File: config.mk
export PLATFORM = sky130hd
export DESIGN_NAME = conv_window_gen
export DESIGN_NICKNAME = d
export VERILOG_FILES = /design/src/rtl/conv_pkg.sv /design/src/rtl/conv_line_delay.sv /design/src/rtl/conv_window_gen.sv
export SDC_FILE = /design/constraint.sdc
export NUM_CORES = 1
export LEC_CHECK = 0
export CAP_MARGIN = 40
export CORE_MARGIN = 2
export CORE_UTILIZATION = 40
export CTS_CLUSTER_SIZE = 8
export DETAILED_ROUTE_END_ITERATION = 16
export PLACE_DENSITY = 0.62
export SYNTH_ARGS = -nofsm -noshare
export SYNTH_HDL_FRONTEND = slang
export SYNTH_SLANG_ARGS = --single-unit
export TNS_END_PERCENT = 10
File: constraint.sdc
create_clock -name clk -period 3.6 [get_ports clk]
set_input_delay 0.72 -clock clk [delete_from_list [all_inputs] [get_ports clk]]
set_output_delay 0.72 -clock clk [all_outputs]
set_load 0.01 [all_outputs]
File: src/rtl/conv_pkg.sv
// Shared types and defaults for the convolution datapath.
// Window geometry helpers used by the window generator and the conv core.
package conv_pkg;

  localparam int COL       = 3;
  localparam int IN_WIDTH  = 8;
  localparam int OUT_WIDTH = 2*IN_WIDTH + $clog2(COL*COL);

  typedef logic [IN_WIDTH-1:0] pixel_t;

  function automatic int win_idx(
    input int i,
    input int j,
    input int col = COL
  );
    return i*col + j;
  endfunction

endpackage

File: src/rtl/conv_line_delay.sv
// One image row of delay: column-addressed RAM, read-before-write.
// dout is the value stored at addr one row ago.
module conv_line_delay #(
  parameter int W     = 8,
  parameter int DEPTH = 32,
  parameter int AW    = $clog2(DEPTH)
) (
  input  logic          clk,
  input  logic          i_en,
  input  logic [AW-1:0] i_addr,
  input  logic [W-1:0]  i_din,
  output logic [W-1:0]  o_dout
);

  logic [W-1:0] r_mem [DEPTH];

  always_ff @(posedge clk) begin
    if (i_en) r_mem[i_addr] <= i_din;
  end

  assign o_dout = r_mem[i_addr];

endmodule

File: src/rtl/conv_window_gen.sv
// Raster pixel stream to COL x COL sliding window, valid-only.
// One-cycle latency from accepted pixel to window_valid.
module conv_window_gen
  import conv_pkg::*;
#(
  parameter int COL      = conv_pkg::COL,
  parameter int IN_WIDTH = conv_pkg::IN_WIDTH,
  parameter int IMG_W    = 32,
  parameter int IMG_H    = 32
) (
  input  logic                         clk,
  input  logic                         rstn,
  input  logic                         sof,
  input  logic                         pixel_valid,
  input  logic [IN_WIDTH-1:0]          pixel,
  output logic [COL*COL*IN_WIDTH-1:0]  window,
  output logic                         window_valid,
  output logic                         frame_done
);

  localparam int CW = $clog2(IMG_W);
  localparam int RW = $clog2(IMG_H);
  localparam int WW = COL*COL*IN_WIDTH;

  logic [CW-1:0] r_col;
  logic [RW-1:0] r_row;
  logic [CW-1:0] w_col;
  logic [RW-1:0] w_row;
  logic [CW-1:0] w_col_nxt;
  logic [RW-1:0] w_row_nxt;
  logic          w_col_last;
  logic          w_row_last;
  logic          w_win_ok;
  logic          w_emit;

  logic [IN_WIDTH-1:0] w_tap [COL];
  logic [IN_WIDTH-1:0] r_sh  [COL][COL];
  logic [IN_WIDTH-1:0] w_sh  [COL][COL];
  logic [WW-1:0]       w_flat;

  logic [WW-1:0] r_window;
  logic          r_valid;
  logic          r_done;

  // sof forces this pixel to (0,0) so counters resync mid-frame
  always_comb begin
    w_col      = sof ? '0 : r_col;
    w_row      = sof ? '0 : r_row;
    w_col_last = (w_col == CW'(IMG_W-1));
    w_row_last = (w_row == RW'(IMG_H-1));
    w_col_nxt  = w_col_last ? '0 : w_col + CW'(1);
    w_row_nxt  = w_row;
    if (w_col_last) begin
      w_row_nxt = w_row_last ? '0 : w_row + RW'(1);
    end
    w_win_ok = (w_row >= RW'(COL-1)) &&
               (w_col >= CW'(COL-1));
    w_emit   = pixel_valid && w_win_ok;
  end

  assign w_tap[0] = pixel;

  for (genvar k = 0; k < COL-1; k++) begin : g_line
    conv_line_delay #(
      .W     (IN_WIDTH),
      .DEPTH (IMG_W),
      .AW    (CW)
    ) u_line (
      .clk    (clk),
      .i_en   (pixel_valid),
      .i_addr (w_col),
      .i_din  (w_tap[k]),
      .o_dout (w_tap[k+1])
    );
  end

  // Row 0 of the window is the oldest row, i.e. the deepest tap
  always_comb begin
    for (int i = 0; i < COL; i++) begin
      for (int j = 0; j < COL; j++) begin
        if (j < COL-1) w_sh[i][j] = r_sh[i][j+1];
        else           w_sh[i][j] = w_tap[COL-1-i];
      end
    end
  end

  always_comb begin
    w_flat = '0;
    for (int i = 0; i < COL; i++) begin
      for (int j = 0; j < COL; j++) begin
        w_flat[win_idx(i, j, COL)*IN_WIDTH +: IN_WIDTH] = w_sh[i][j];
      end
    end
  end

  always_ff @(posedge clk or negedge rstn) begin
    if (!rstn) begin
      r_col <= '0;
      r_row <= '0;
      for (int i = 0; i < COL; i++) begin
        for (int j = 0; j < COL; j++) begin
          r_sh[i][j] <= '0;
        end
      end
    end else if (pixel_valid) begin
      r_col <= w_col_nxt;
      r_row <= w_row_nxt;
      r_sh  <= w_sh;
    end
  end

  always_ff @(posedge clk or negedge rstn) begin
    if (!rstn) begin
      r_window <= '0;
      r_valid  <= 1'b0;
      r_done   <= 1'b0;
    end else begin
      r_valid <= w_emit;
      r_done  <= w_emit && w_row_last && w_col_last;
      if (w_emit) r_window <= w_flat;
    end
  end

  assign window       = r_window;
  assign window_valid = r_valid;
  assign frame_done   = r_done;

endmodule

# Yosys cells after proc, flatten, opt, wreduce, memory -nomap -nowiden
# Memories as Yosys holds them, arrays and structs flattened.
# Cells that the tools add are included.
dict set report op_classes {
  mux 7
  eq_ne 2
  n_lt_le_gt_ge 2
  addsub 2
  reduce_logical 4
}
# op n
set op_table {}
lappend op_table {{$mux W5} 5}
lappend op_table {{$add A5 B1 Y5 const B} 2}
lappend op_table {{$eq A5 B5 Y1 const B} 2}
lappend op_table {{$ge A5 B2 Y1 const B} 2}
lappend op_table {{$logic_and A1 B1 Y1} 4}
lappend op_table {{$mux W1} 2}
dict set report totals {
  input_bits 12
  out_inout_bits 74
  reg_bits 132
  memories 2
  ram_bits 512
  wordCells 30
}
# name words word_bits read_ports rd_clocked_by_memory_dff wr line_no
set mem_list {}
lappend mem_list {{g_line[0].u_line.r_mem} 32 8 1 0 1 conv_line_delay.sv:15} ;# logic [W-1:0] r_mem [DEPTH];
lappend mem_list {{g_line[1].u_line.r_mem} 32 8 1 0 1 conv_line_delay.sv:15}

# Longest topological paths before layout
# Gate-level depths: netlist of the first run.
dict set report depth {
  ltp_word 6
  ltp_mapped 14
  ltp_nobuf 10
}

# Cells and area by module
# A second synthesis of the first run with hierarchy kept.
dict set report hier_totals {
  cells_unflattened 1461
  area_unflattened_um2 25254.2
}
# module seq_area_each_um2 n_inst area_each_um2 cells_per_inst
set by_module_without_submodules {}
lappend by_module_without_submodules {conv_line_delay 7687.4 2 10045.9 568}
lappend by_module_without_submodules {conv_window_gen 3303.2 1 5162.5 325}

# Least setup slack after synthesis of the first run
# Ideal clock, no wire load.
dict set report synth_path {
  path_type {input to register}
  from {in sof}
  to {reg r_row[3]}
  required_ns 3.478
  setup_slack_ns 0.193
  setup_ns 0.122
  path_buffers 5
  arrival_time_ns 3.286
  stages 14
  cell_sequence {buf_2 -> nor2b_1 -> buf_2 -> clkbuf_1 -> clkbuf_1 -> ha_1 -> and3_1 -> ha_1 -> clkbuf_1 -> nand2_1 -> nor3b_1 -> a21o_1 -> nand2_1 -> a32o_1}
}
dict set report synth_via {
  elab_chain_cells 4
  elab_cells_between_ends 7
  classes_between {add/sub (1); eq/ne (2); mux (4)}
}
# item line_no
set synth_lines {}
lappend synth_lines {{start: declaration} conv_window_gen.sv:13} ;# input logic sof,
lappend synth_lines {{$mux W5} conv_window_gen.sv:48} ;# w_row = sof ? '0 : r_row;
lappend synth_lines {{$add A5 B1 Y5 / $eq A5 B5 Y1 (equally long branches)} {conv_window_gen.sv:54, conv_window_gen.sv:50}}
lappend synth_lines {{$mux W5} conv_window_gen.sv:54} ;# w_row_nxt = w_row_last ? '0 : w_row + RW'(1);
lappend synth_lines {{$mux W5 (*)} conv_window_gen.sv:53} ;# if (w_col_last) begin
lappend synth_lines {{end signal: assignment} conv_window_gen.sv:107} ;# r_row <= w_row_nxt;
lappend synth_lines {{end: declaration} conv_window_gen.sv:26} ;# logic [RW-1:0] r_row;
# Every way passes the cells marked *; elsewhere a longest branch is shown, timed or not.
# A chain may end at the register's enable or synchronous reset.

# Final worst setup path of the first run
dict set report layout_path {
  from {reg r_col[0]}
  to {mem g_line[1].u_line.r_mem[22][1] (data pin)}
}
dict set report layout_via {
  elab_chain_cells 2
}
# item line_no
set layout_lines {}
lappend layout_lines {{start: declaration} conv_window_gen.sv:25} ;# logic [CW-1:0] r_col;
lappend layout_lines {{start signal: assignment} conv_window_gen.sv:106} ;# r_col <= w_col_nxt;
lappend layout_lines {{$mux W5} conv_window_gen.sv:47} ;# w_col = sof ? '0 : r_col;
lappend layout_lines {{$mem_v2 Z32 W8} --}
lappend layout_lines {{via g_line[0].u_line.o_dout[1]} conv_line_delay.sv:12} ;# output logic [W-1:0] o_dout
lappend layout_lines {{end: declaration} conv_line_delay.sv:15}
# The timed path passes the listed nets, and every way through them passes these cells.

==> results of run 1 <==
## final cells by class
cell class,count,area share [%]
multi-input cells,925,20.41
flip-flops and latches,644,61.33
clock buffers,125,7.825
repair buffers,212,6.350
well taps,846,3.475
clock inverters,8,0.4806
inverters,10,0.1232
## state kept, by name (all words and copies together) (netlist names)
name,count
frame_done,1
g_line.u_line.r_mem,512
r_col,5
r_row,5
r_sh,48
window,72
window_valid,1
## metrics by stage
step / cells / area [sq um] / setup WS (ns) / utilization [%]
after floorplan: 1691 / 25470 / 0.1928 / -
after global placement: 2630 / 27820 / 0.09711 / 44.19
after detailed placement: 2636 / 27920 / 0.2085 / 44.34
after CTS: 2770 / 30460 / 0.4670 / 48.38
after global routing: 2770 / 30460 / 0.2110 / 48.38
final: 2770 / 30460 / 0.4146 / 48.38
## final timing paths
kind                                                            to  depth (start not counted)  slack, ns            startpoint
hold / removal                              window[24]$_DFFE_PN0P_                          2       0.46  r_sh[32]$_DFFE_PN0P_
setup reg to reg           g_line[1].u_line.r_mem[22][1]$_DFFE_PP_                          7       0.41  r_col[0]$_DFFE_PN0P_
max in group asynchronous                   window[67]$_DFFE_PN0P_                          3       2.38                  rstn
hold reg to reg                             window[24]$_DFFE_PN0P_                          2       0.46  r_sh[32]$_DFFE_PN0P_
setup / recovery           g_line[1].u_line.r_mem[22][1]$_DFFE_PP_                          7       0.41  r_col[0]$_DFFE_PN0P_
min in group asynchronous                    window[3]$_DFFE_PN0P_                          2       0.51                  rstn
## metal layers
metal / part of all wire [%] / wire, um / track usage, %
met5: 0 / 0 / 0
met4: 3.0 / 1875 / 7.375
met3: 8.4 / 5307 / 4.735
met2: 46 / 29040 / 29.53
met1: 43 / 27320 / 26.26
## cell families (layout without fill, tap and decap cells)
| logic type | Yosys count | in the layout |
|---|---|---|
| AOI/OAI and AO/OA | 296 | 296 |
| xor gates and xnor gates | 1 | 1 |
| adders and majority gates | 6 | 6 |
| buffers and inverters | 122 | 355 |
| DFF | 644 | 644 |
| muxes | 173 | 173 |
| and+or+nand+nor | 449 | 449 |
## repair_timing
action | CTS | global route
gates resized for setup | 0 | 0
endpoints found under the hold margin | 16 | 0
setup buffers | 0 | 0
hold buffers | 1 | 0
## where the power goes
group          switching (uW)  internal (uW)
registers                 158           8500
clock network            3010           4630
logic                    1190            664
## layout by cell type (no fill, tap or decap), types with 15 or more instances in the layout
| cell type | n |
|---|---|
| o21ai_0 | 28 |
| a22oi_1 | 25 |
| o22ai_1 | 30 |
| buf_4 | 114 |
| a21oi_1 | 56 |
| clkbuf_16 | 90 |
| edfxtp_1 | 512 |
| dfrtp_1 | 130 |
| clkbuf_1 | 35 |
| mux2_2 | 106 |
| nand2_1 | 249 |
| clkdlybuf4s50_1 | 81 |
| nor3b_1 | 16 |
| a221o_1 | 15 |
| nor2_1 | 114 |
| a211oi_1 | 17 |
| a221oi_1 | 25 |
| a31oi_1 | 28 |
| mux2i_1 | 54 |
## critical path, stage by stage, from the launching register on
cell      delay, ns
dfrtp_4        0.70
nor3b_2        0.83
buf_4          0.38
a222oi_1       0.13
o32ai_1        0.28
nor4_2         0.14
inv_1          0.08
buf_4          0.37
==> metrics.md, run 1 <==
| Metric | Value |
|---|---|
| Slew at the pin with the worst max-slew slack | 0.9103 ns |
| Combinational family with the most area after synthesis | compound AO/OA/AOI/OAI gates |
| Synth Area in Compound Gates | around 8.4% |
| Critical Path AT | approximately 3.6 ns |
| #FFs+latches synth | ~640 |
| Hold Fails Final Rpt | 0 |
| Worst Hold Class | reg2reg |
| FF+latch area | 18,680 sq um |
| GPL Wtd Cong | 0.8549 |
| Pwr dens | 595.9 nW/um^2 |
| Hold_ws | between 0.4 and 0.5 ns |
| Vias in the first global route | 15,060 |
| Final wirelength | ~64,000 um |
| Pleak | 0.01092 uW |
| Drt drc | 0 |
| Clock root buffer | clkbuf_16 |
| Worst setup SP type | register |
| DP Wirelength | around 40,000 um |
| Initial core utilization | between 40 and 50% |
| Synth top cells by count | edfxtp_1, nand2_1, dfrtp_1 |
| Req. time, crit path | 3.98 ns |
| Crit. End Element | register |
| Die height | 256.3 um |
| # fillers | 5,344 |
| Global route total overflow | 0 |
| Peak VDD IR | between 300 and 400 uV |
| Clock skew | ~0.02 ns |
| Worst skew pair latency | around 0.64 ns |
| CTS buffer count | 90 |
| Mux share of post-synthesis cell area | 7.811% |
| Worst slew margin | 39.05% |
| Top-count cell post-synth | edfxtp_1 |
| Chip Width | 256.3 um |
| Most common flop cell mapped by yosys | edfxtp_1 |
| XOR/XNOR Fraction of Synth Area | 0.03439% |
| Register area share after synthesis | 73.34% |
| Crit-path max FO | 32 |
| Post-DRT Antenna Nets | 0 |
| Detailed Routing Iterations Pass 1 | 5 |
| Yosys warns | 0 |
| Synth Area per Inst | 15.06 sq um |
| H-tree levels | 3 |
| Core area | 62,970 sq um |
| Simple-gate share of the synthesized area | between 7 and 8% |
| Maximum clock path buffer count | 3 |
| Via count | 15,150 |
| Rows | 92 |
| Initial antenna violation count | 0 |
| Mapped Nets | 1,709 |
| Final period util | around nine tenths |
| DRT iter0 DRCs | roughly 1,500 |
| Post-synthesis async set-or-reset flop share | 20.50% |
| Max Fclk | 313.9 MHz |
| # Max-Cap Violations | 0 |
| Antenna Cells | 0 |
| Vias per inst | approximately 5.5 |
| Largest area contributor in the netlist | edfxtp_1 |
| Largest net degree at the start of global routing | between 90 and 100 |
| EDFF count, synth | 512 |
| Footprint of the multi-input gates | 6217 sq um |
| Max-slew violation count | 0 |
| Top post-synthesis cells by area | edfxtp_1, dfrtp_1, mux2_2, nand2_1, mux2i_1 |
| Setup Crit Path Kind | reg2reg |
| Post-synth cell types | 68 |
| # IOs | 86 |
| Clock Sinks | 644 |
| Clock transition at path regs | 0.05 ns |
| # setup viols final | 0 |
| Syn Inst Count | around 1,700 |
| Total track usage | 19.17% |
| Netlist Area Pre-Place | 25,470 sq um |
| Routed len/inst | around 23 um |
| Number of port buffers | 85 |
| Minimum clock period after layout | around 3.2 ns |
| Setup TNS | 0 ns |
| First-pass GRT wire length | ~95,000 um |
| CTS tree | yes |
| Layout area overhead | 19.60% |
| Nets | 1,901 |
| Share of the synthesized area in the top cell type | 60.37% |
| Layout cells sized above 1 | 19.13% |
| Tot Pwr | 18,150 uW |
| Adder and majority gate portion of the synthesized area | less than 1% |
| RSZ-0062 raised after global routing | false |
| Status | finished clean |
| Die area | 65,710 sq um |
Note: power is estimated with default switching activity, not from simulation.
==> run 2, diff against run 1 <==
Settings changed: ABC_AREA set to 1, CORE_UTILIZATION 40 to 35, PLACE_DENSITY 0.62 to 0.56.
==> metrics.md, run 2 <==
| Metric | Value |
|---|---|
| Layout cells sized above 1 | between 8 and 9% |
| Hold depth | 2 |
| Tot Pwr | 18,940 uW |
| Final wirelength | 70,100 um |
| EDFF count, synth | 512 |
| Int Pwr | 14,140 uW |
| Net switching power | 4804 uW |
| Placed cell area | 29,540 sq um |
| Synth top cells by count | nand2_1, edfxtp_1, nor2_1 |
| R2R Setup Slk | a little under 0.8 ns |
| Worst skew pair latency | 0.64 ns |
| Worst slew margin | 47.10% |
| Max reg flops | 512 |
| Synth Area per Inst | 10.28 sq um |
| Non-Filler Instances | 3,853 |
| CTS tree | yes |
| Pwr dens | 592.0 nW/um^2 |
| # Max-Cap Violations | 0 |
| Largest net degree at the start of global routing | 106 |
| Setup TNS | 0 ns |
| Status | finished clean |
| Final period util | 78.33% |
| Peak VDD IR | 331.4 uV |
| Max-slew violation count | 0 |
| Global route total overflow | 0 |
| Maximum clock path buffer count | 3 |
| Initial antenna violation count | 2 |
| Sw Share | 25.36% |
| Reg-to-Reg End | g_line[1].u_line.r_mem[1][2]$_DFFE_PP_ |
| Detailed Routing Iterations Pass 1 | 5 |
| Yosys warns | 0 |
| Via count | 18,320 |
| Top-count cell post-synth | nand2_1 |
| Crit. End Element | register |
| Chip Width | 282.1 um |
| Total track usage | 17.81% |
| Vias per inst | 4.756 |
| First-pass GRT wire length | 107,600 um |
| Critical hold path startpoint | r_sh[0]$_DFFE_PN0P_ |
| Worst setup SP type | register |
| Sequential group share of total power | between 40% and 50% |
| Minimum clock period after layout | roughly 2.8 ns |
| DP Wirelength | between 40,000 and 50,000 um |
| Post-DRT Antenna Nets | 0 |
| Most common cell after layout, fill and taps aside | nand2_1 |
| Netlist Area Pre-Place | 27,070 sq um |
| # setup viols final | 0 |
| Setup Crit Path Kind | reg2reg |
| Share of the synthesized area in the top cell type | a little under three fifths |
| Die area | 79,580 sq um |
| Clk pwr share | ~40% |
| #FFs+latches synth | 644 |
| Rows | 101 |
| Cell count after placement | approximately 3,700 |
| Combinational share of power | 13.3% |
| # fillers | 7,261 |
| Design area | 32,000 sq um |
| Post-synthesis async set-or-reset flop share | about a fifth |
| WHS Endpoint | r_sh[8]$_DFFE_PN0P_ |
| Register area share after synthesis | 69.00% |
| Largest Register | g_line.u_line.r_mem |
| Clock Sinks | 644 |
| Clock transition at path regs | 0.05 ns |
| Slew at the pin with the worst max-slew slack | just under 0.8 ns |
| Hold_ws | 0.4759 ns |
| Hold Fails Final Rpt | 0 |
| Clock root buffer | clkbuf_16 |
| Number of port buffers | 85 |
| H-tree levels | 3 |
| Die height | 282.1 um |
| Crit-path max FO | 41 |
| CTS buffer count | 90 |
| GPL Wtd Cong | 0.8542 |
| Routed len/inst | around 18 um |
| Post-synth cell types | 32 |
| Vias in the first global route | 18,100 |
| Worst Hold Class | reg2reg |
| Critical Path AT | 3.18 ns |
| Top post-synthesis cells by area | edfxtp_1, dfrtp_1, nand2_1, nor2_1, inv_1 |
| # IOs | 86 |
| Req. time, crit path | 3.97 ns |
| Nets | 2,815 |
| DRT iter0 DRCs | about 1,500 |
| Worst r2r src | r_col[0]$_DFFE_PN0P_ |
| Largest area contributor in the netlist | edfxtp_1 |
| Max Fclk | 354.6 MHz |
| Core area | 76,200 sq um |
| Most common flop cell mapped by yosys | edfxtp_1 |
| Worst R2R Path Depth | 10 |
| Pleak | 0.01357 uW |
| Syn Inst Count | around 2,600 |
| Drt drc | 0 |
| Clock skew | 0.03066 ns |
| Mapped Nets | around 2,700 |
| RSZ-0062 raised after global routing | false |
| Most frequent cells in the layout | nand2_1, edfxtp_1, nor2_1 |
| Initial core utilization | a little over a third |
| Layout area overhead | 18.21% |
==> run 2: cell types whose count changed in the layout (fill, tap and decap cells not counted), sizes merged, moves of 19 or more <==
| cell | delta |
|---|---|
| a21oi | -48 |
| a221oi | -25 |
| a22oi | -25 |
| a31oi | -27 |
| buf | -19 |
| inv | +301 |
| mux2 | -110 |
| mux2i | -54 |
| nand2 | +551 |
| nand3 | +174 |
| nor2 | +219 |
| o21ai | +163 |
| o22ai | -26 |
==> run 2: metrics by stage <==
step	setup slack [ns]	utilization (%)
5_1_grt	0.5742	41.99
3_3_place_gp	0.1693	38.72
2_1_floorplan	0.7138	-
4_1_cts	0.6687	41.99
3_5_place_dp	0.1299	38.76
6_report	0.7801	41.99
==> run 2: worst max-delay path by stage <==
stage / start / endpoint / slack, ns / cells past startpoint
2_1_floorplan: sof / g_line[0].u_line.r_mem[11][0]$_DFFE_PP_ / 0.71 / 9
3_3_place_gp: sof / g_line[1].u_line.r_mem[22][2]$_DFFE_PP_ / 0.17 / 12
3_5_place_dp: sof / g_line[1].u_line.r_mem[17][2]$_DFFE_PP_ / 0.13 / 12
4_1_cts: r_col[0]$_DFFE_PN0P_ / g_line[1].u_line.r_mem[1][2]$_DFFE_PP_ / 0.67 / 10
5_1_grt: r_col[0]$_DFFE_PN0P_ / window[42]$_DFFE_PN0P_ / 0.57 / 12
6_report: r_col[0]$_DFFE_PN0P_ / g_line[1].u_line.r_mem[1][2]$_DFFE_PP_ / 0.78 / 10
==> run 2: power by group through the flow <==
stage	Sequential (uW)	Combinational (uW)	Clock (uW)
5_1_grt	8940	2780	8000
6_report	8900	2510	7530
4_1_cts	8910	2550	7700
2_1_floorplan	9080	1120	0
3_3_place_gp	9030	2510	0
3_5_place_dp	9040	2540	0
==> run 2: cell type report <==
type	count	area [sq um]	area share (%)
Sequential cell	644	18680	58.38
Multi-Input combinational cell	1553	6538	20.43
Clock buffer	111	2384	7.449
Timing Repair Buffer	195	1861	5.814
Tap cell	1030	1289	4.028
Inverter	313	1177	3.680
Clock inverter	6	66.31	0.2072
Antenna cell	1	2.502	0.007820
==> run 2: logic make-up (layout without fill, tap and decap cells) <==
kind of cell / count (synthesis) / after routing / synth area share (%)
AOI/OAI and AO/OA: 209 / 209 / 3.920
adders and majority gates: 6 / 6 / 0.2773
buffers and inverters: 437 / 625 / 6.906
DFF: 644 / 644 / 69.00
other: 0 / 1 / 0
and+or+nand+nor: 1338 / 1338 / 19.89
==> run 2: what timing repair did <==
item | 4_1_cts | 5_1_grt
buffers inserted | 0 | 0
hold buffers | 1 | 0
endpoints found under the hold margin | 16 | 0
gates resized for setup | 0 | 0
==> run 2: metal layers <==
layer  vias up  global-route usage, %  part of all wire [%]
met3       115                  3.362                   6.4
met2       582                  28.63                    46
li1       8814                      -                     -
met5         -                      0                 0.041
met4         4                  5.837                   2.8
met1      8808                  24.33                    45
==> run 2: worst max-delay path, cell delays in order, from the launching register on <==
cell and delay [ns]:
dfrtp_4 0.75, nand2_8 0.25, buf_12 0.26, nand2_1 0.08, nand2_1 0.04, o21ai_0 0.42, nand2_1 0.10, nand2_1 0.09
nor2_1 0.06, nand2_1 0.06, buf_4 0.39
==> run 3, diff against run 2 <==
Settings changed: PLACE_DENSITY 0.56 to 0.58.
Clock period 3.6 ns to 2.45 ns, I/O delays scaled along.
==> metrics.md, run 3 (synthesis gave the netlist of run 2 again) <==
| Metric | Value |
|---|---|
| Worst slew margin | 57.27% |
| Cell count after placement | approximately 3,800 |
| Critical Path AT | 2.63 ns |
| Layout area overhead | 22.97% |
| Worst Hold Class | in2async |
| Reg-to-Reg End | g_line[1].u_line.r_mem[21][5]$_DFFE_PP_ |
| H-tree levels | 3 |
| Number of port buffers | between 80 and 90 |
| Most frequent cells in the layout | nand2_1, edfxtp_1, nor2_1 |
| GPL Wtd Cong | 0.8526 |
| Chip Width | around 280 um |
| Crit. End Element | register |
| Critical path's slowest cell | dfrtp_4 |
| Antenna Cells | 0 |
| Worst setup SP type | register |
| Clock transition at path regs | 0.05 ns |
| Most frequent CP cell | nand2_1 |
| Detailed Routing Iterations Pass 1 | 5 |
| Max-slew violation count | 0 |
| # Max-Cap Violations | 0 |
| Die height | 282.1 um |
| First-pass GRT wire length | 113,600 um |
| Initial antenna violation count | 0 |
| Post-DRT Antenna Nets | 0 |
| Layout Utilization | 43.68% |
| Total track usage | 18.68% |
| Critical Path Start | r_col[0]$_DFFE_PN0P_ |
| DRT iter0 DRCs | 1,609 |
| # IOs | 86 |
| Nets | 2,907 |
| Via count | 18,790 |
| Die area | between 70,000 and 80,000 sq um |
| Initial core utilization | 35.52% |
| Minimum clock period after layout | 2.305 ns |
| Global route total overflow | 0 |
| Max Fclk | between 400 and 500 MHz |
| Critical Path Max Stage Delay | about 0.56 ns |
| Req. time, crit path | 2.78 ns |
| # fillers | 7,100 |
| Largest Register | g_line.u_line.r_mem |
| Drt drc | 0 |
| # setup viols final | 0 |
| Layout cells sized above 1 | between 10% and 20% |
| Clock root buffer | clkbuf_16 |
| Slew at the pin with the worst max-slew slack | 0.6409 ns |
| Largest net degree at the start of global routing | 71 |
| RSZ-0062 raised after global routing | false |
| CP Cell Sequence | nand2_8 -> buf_12 -> nand2_1 -> nand2_1 -> o21ai_0 -> nand2_1 -> nand2_1 -> nor2_2 -> nand2_1 -> buf_12 |
| Peak VDD IR | approximately 550 uV |
| Pwr dens | about 850 nW/um^2 |
| Non-Filler Instances | approximately 3,900 |
| FF+latch area | 18,680 sq um |
| Footprint of the multi-input gates | 6543 sq um |
| CTS buffer count | 90 |
| Worst r2r src | r_col[0]$_DFFE_PN0P_ |
| Core area | about 76,000 sq um |
| Crit-path max FO | between 40 and 50 |
| Clock Sinks | 644 |
| Top delay family on crit path | simple AND/OR/NAND/NOR gates |
| Vias per inst | between 4 and 5 |
| Final wirelength | 73,210 um |
| CTS tree | yes |
| Most common cell after layout, fill and taps aside | nand2_1 |
| Maximum clock path buffer count | 3 |
| Setup Crit Path Kind | reg2reg |
| Vias in the first global route | around 19,000 |
| Worst skew pair latency | about 0.63 ns |
| Worst R2R Path Depth | 10 |
| DP Wirelength | 46,390 um |
| Clock skew | 0.03171 ns |
| Max reg flops | ~510 |
| Routed len/inst | 18.55 um |
| Status | finished clean |
| Hold Fails Final Rpt | 0 |
| Crit path buffers/inverters | 2 |
| Final period util | 94.09% |
| Pleak | around 0.014 uW |
| R2R Setup Slk | 0.14 ns |
| Tot Pwr | 28,280 uW |
| Rows | 101 |
[run 3: power breakdown]
group	switching (uW)	leakage [uW]	internal (uW)
combinational	2410	0.00668	1610
clock	4400	0.00120	6800
sequential	355	0.00630	12700
total	7160	0.0142	21100
[run 3: cell type report]
class / instances / share of cell area (%)
flip-flops and latches: 644 / 56.12
well taps: 1030 / 3.872
inverters: 313 / 3.537
repair buffers: 287 / 9.371
clock inverters: 6 / 0.2894
multi-input cells: 1553 / 19.65
clock buffers: 113 / 7.153
[run 3: worst max path at each step]
| stage | to | slack (ns) | cells after the start |
|---|---|---|---|
| after floorplan | g_line[0].u_line.r_mem[11][0]$_DFFE_PP_ | -0.21 | 9 |
| after global placement | g_line[1].u_line.r_mem[29][5]$_DFFE_PP_ | -0.44 | 13 |
| after detailed placement | g_line[1].u_line.r_mem[25][5]$_DFFE_PP_ | -0.45 | 13 |
| after CTS | g_line[1].u_line.r_mem[21][5]$_DFFE_PP_ | 0.07 | 10 |
| after global routing | g_line[1].u_line.r_mem[22][6]$_DFFE_PP_ | 0.009 | 12 |
| final | g_line[1].u_line.r_mem[21][5]$_DFFE_PP_ | 0.14 | 10 |
[run 3: through the flow]
stage          area [sq um]  hold WS, ns  TNS, ns  worst slack (ns)
2_1_floorplan         27070       0.1944   -82.13           -0.2062
6_report              33290       0.4149        0            0.1449
3_3_place_gp          30780       0.4642  -243.23           -0.4399
3_5_place_dp          30780       0.4685  -258.07           -0.4469
5_1_grt               33290       0.4345        0          0.008579
4_1_cts               33270       0.4086        0           0.07153
[run 3: routing by layer]
metal	share of wire (%)	global-route usage (%)
met2	48	31.21
met4	2.1	4.774
met3	5.0	2.767
met5	0	0
met1	45	25.53
[run 3: timing repair]
action	4_1_cts	5_1_grt
resized for setup	0	2
buffers inserted	0	2
hold buffers	1	0
setup endpoints to repair	0	138
hold endpoints to repair	58	0
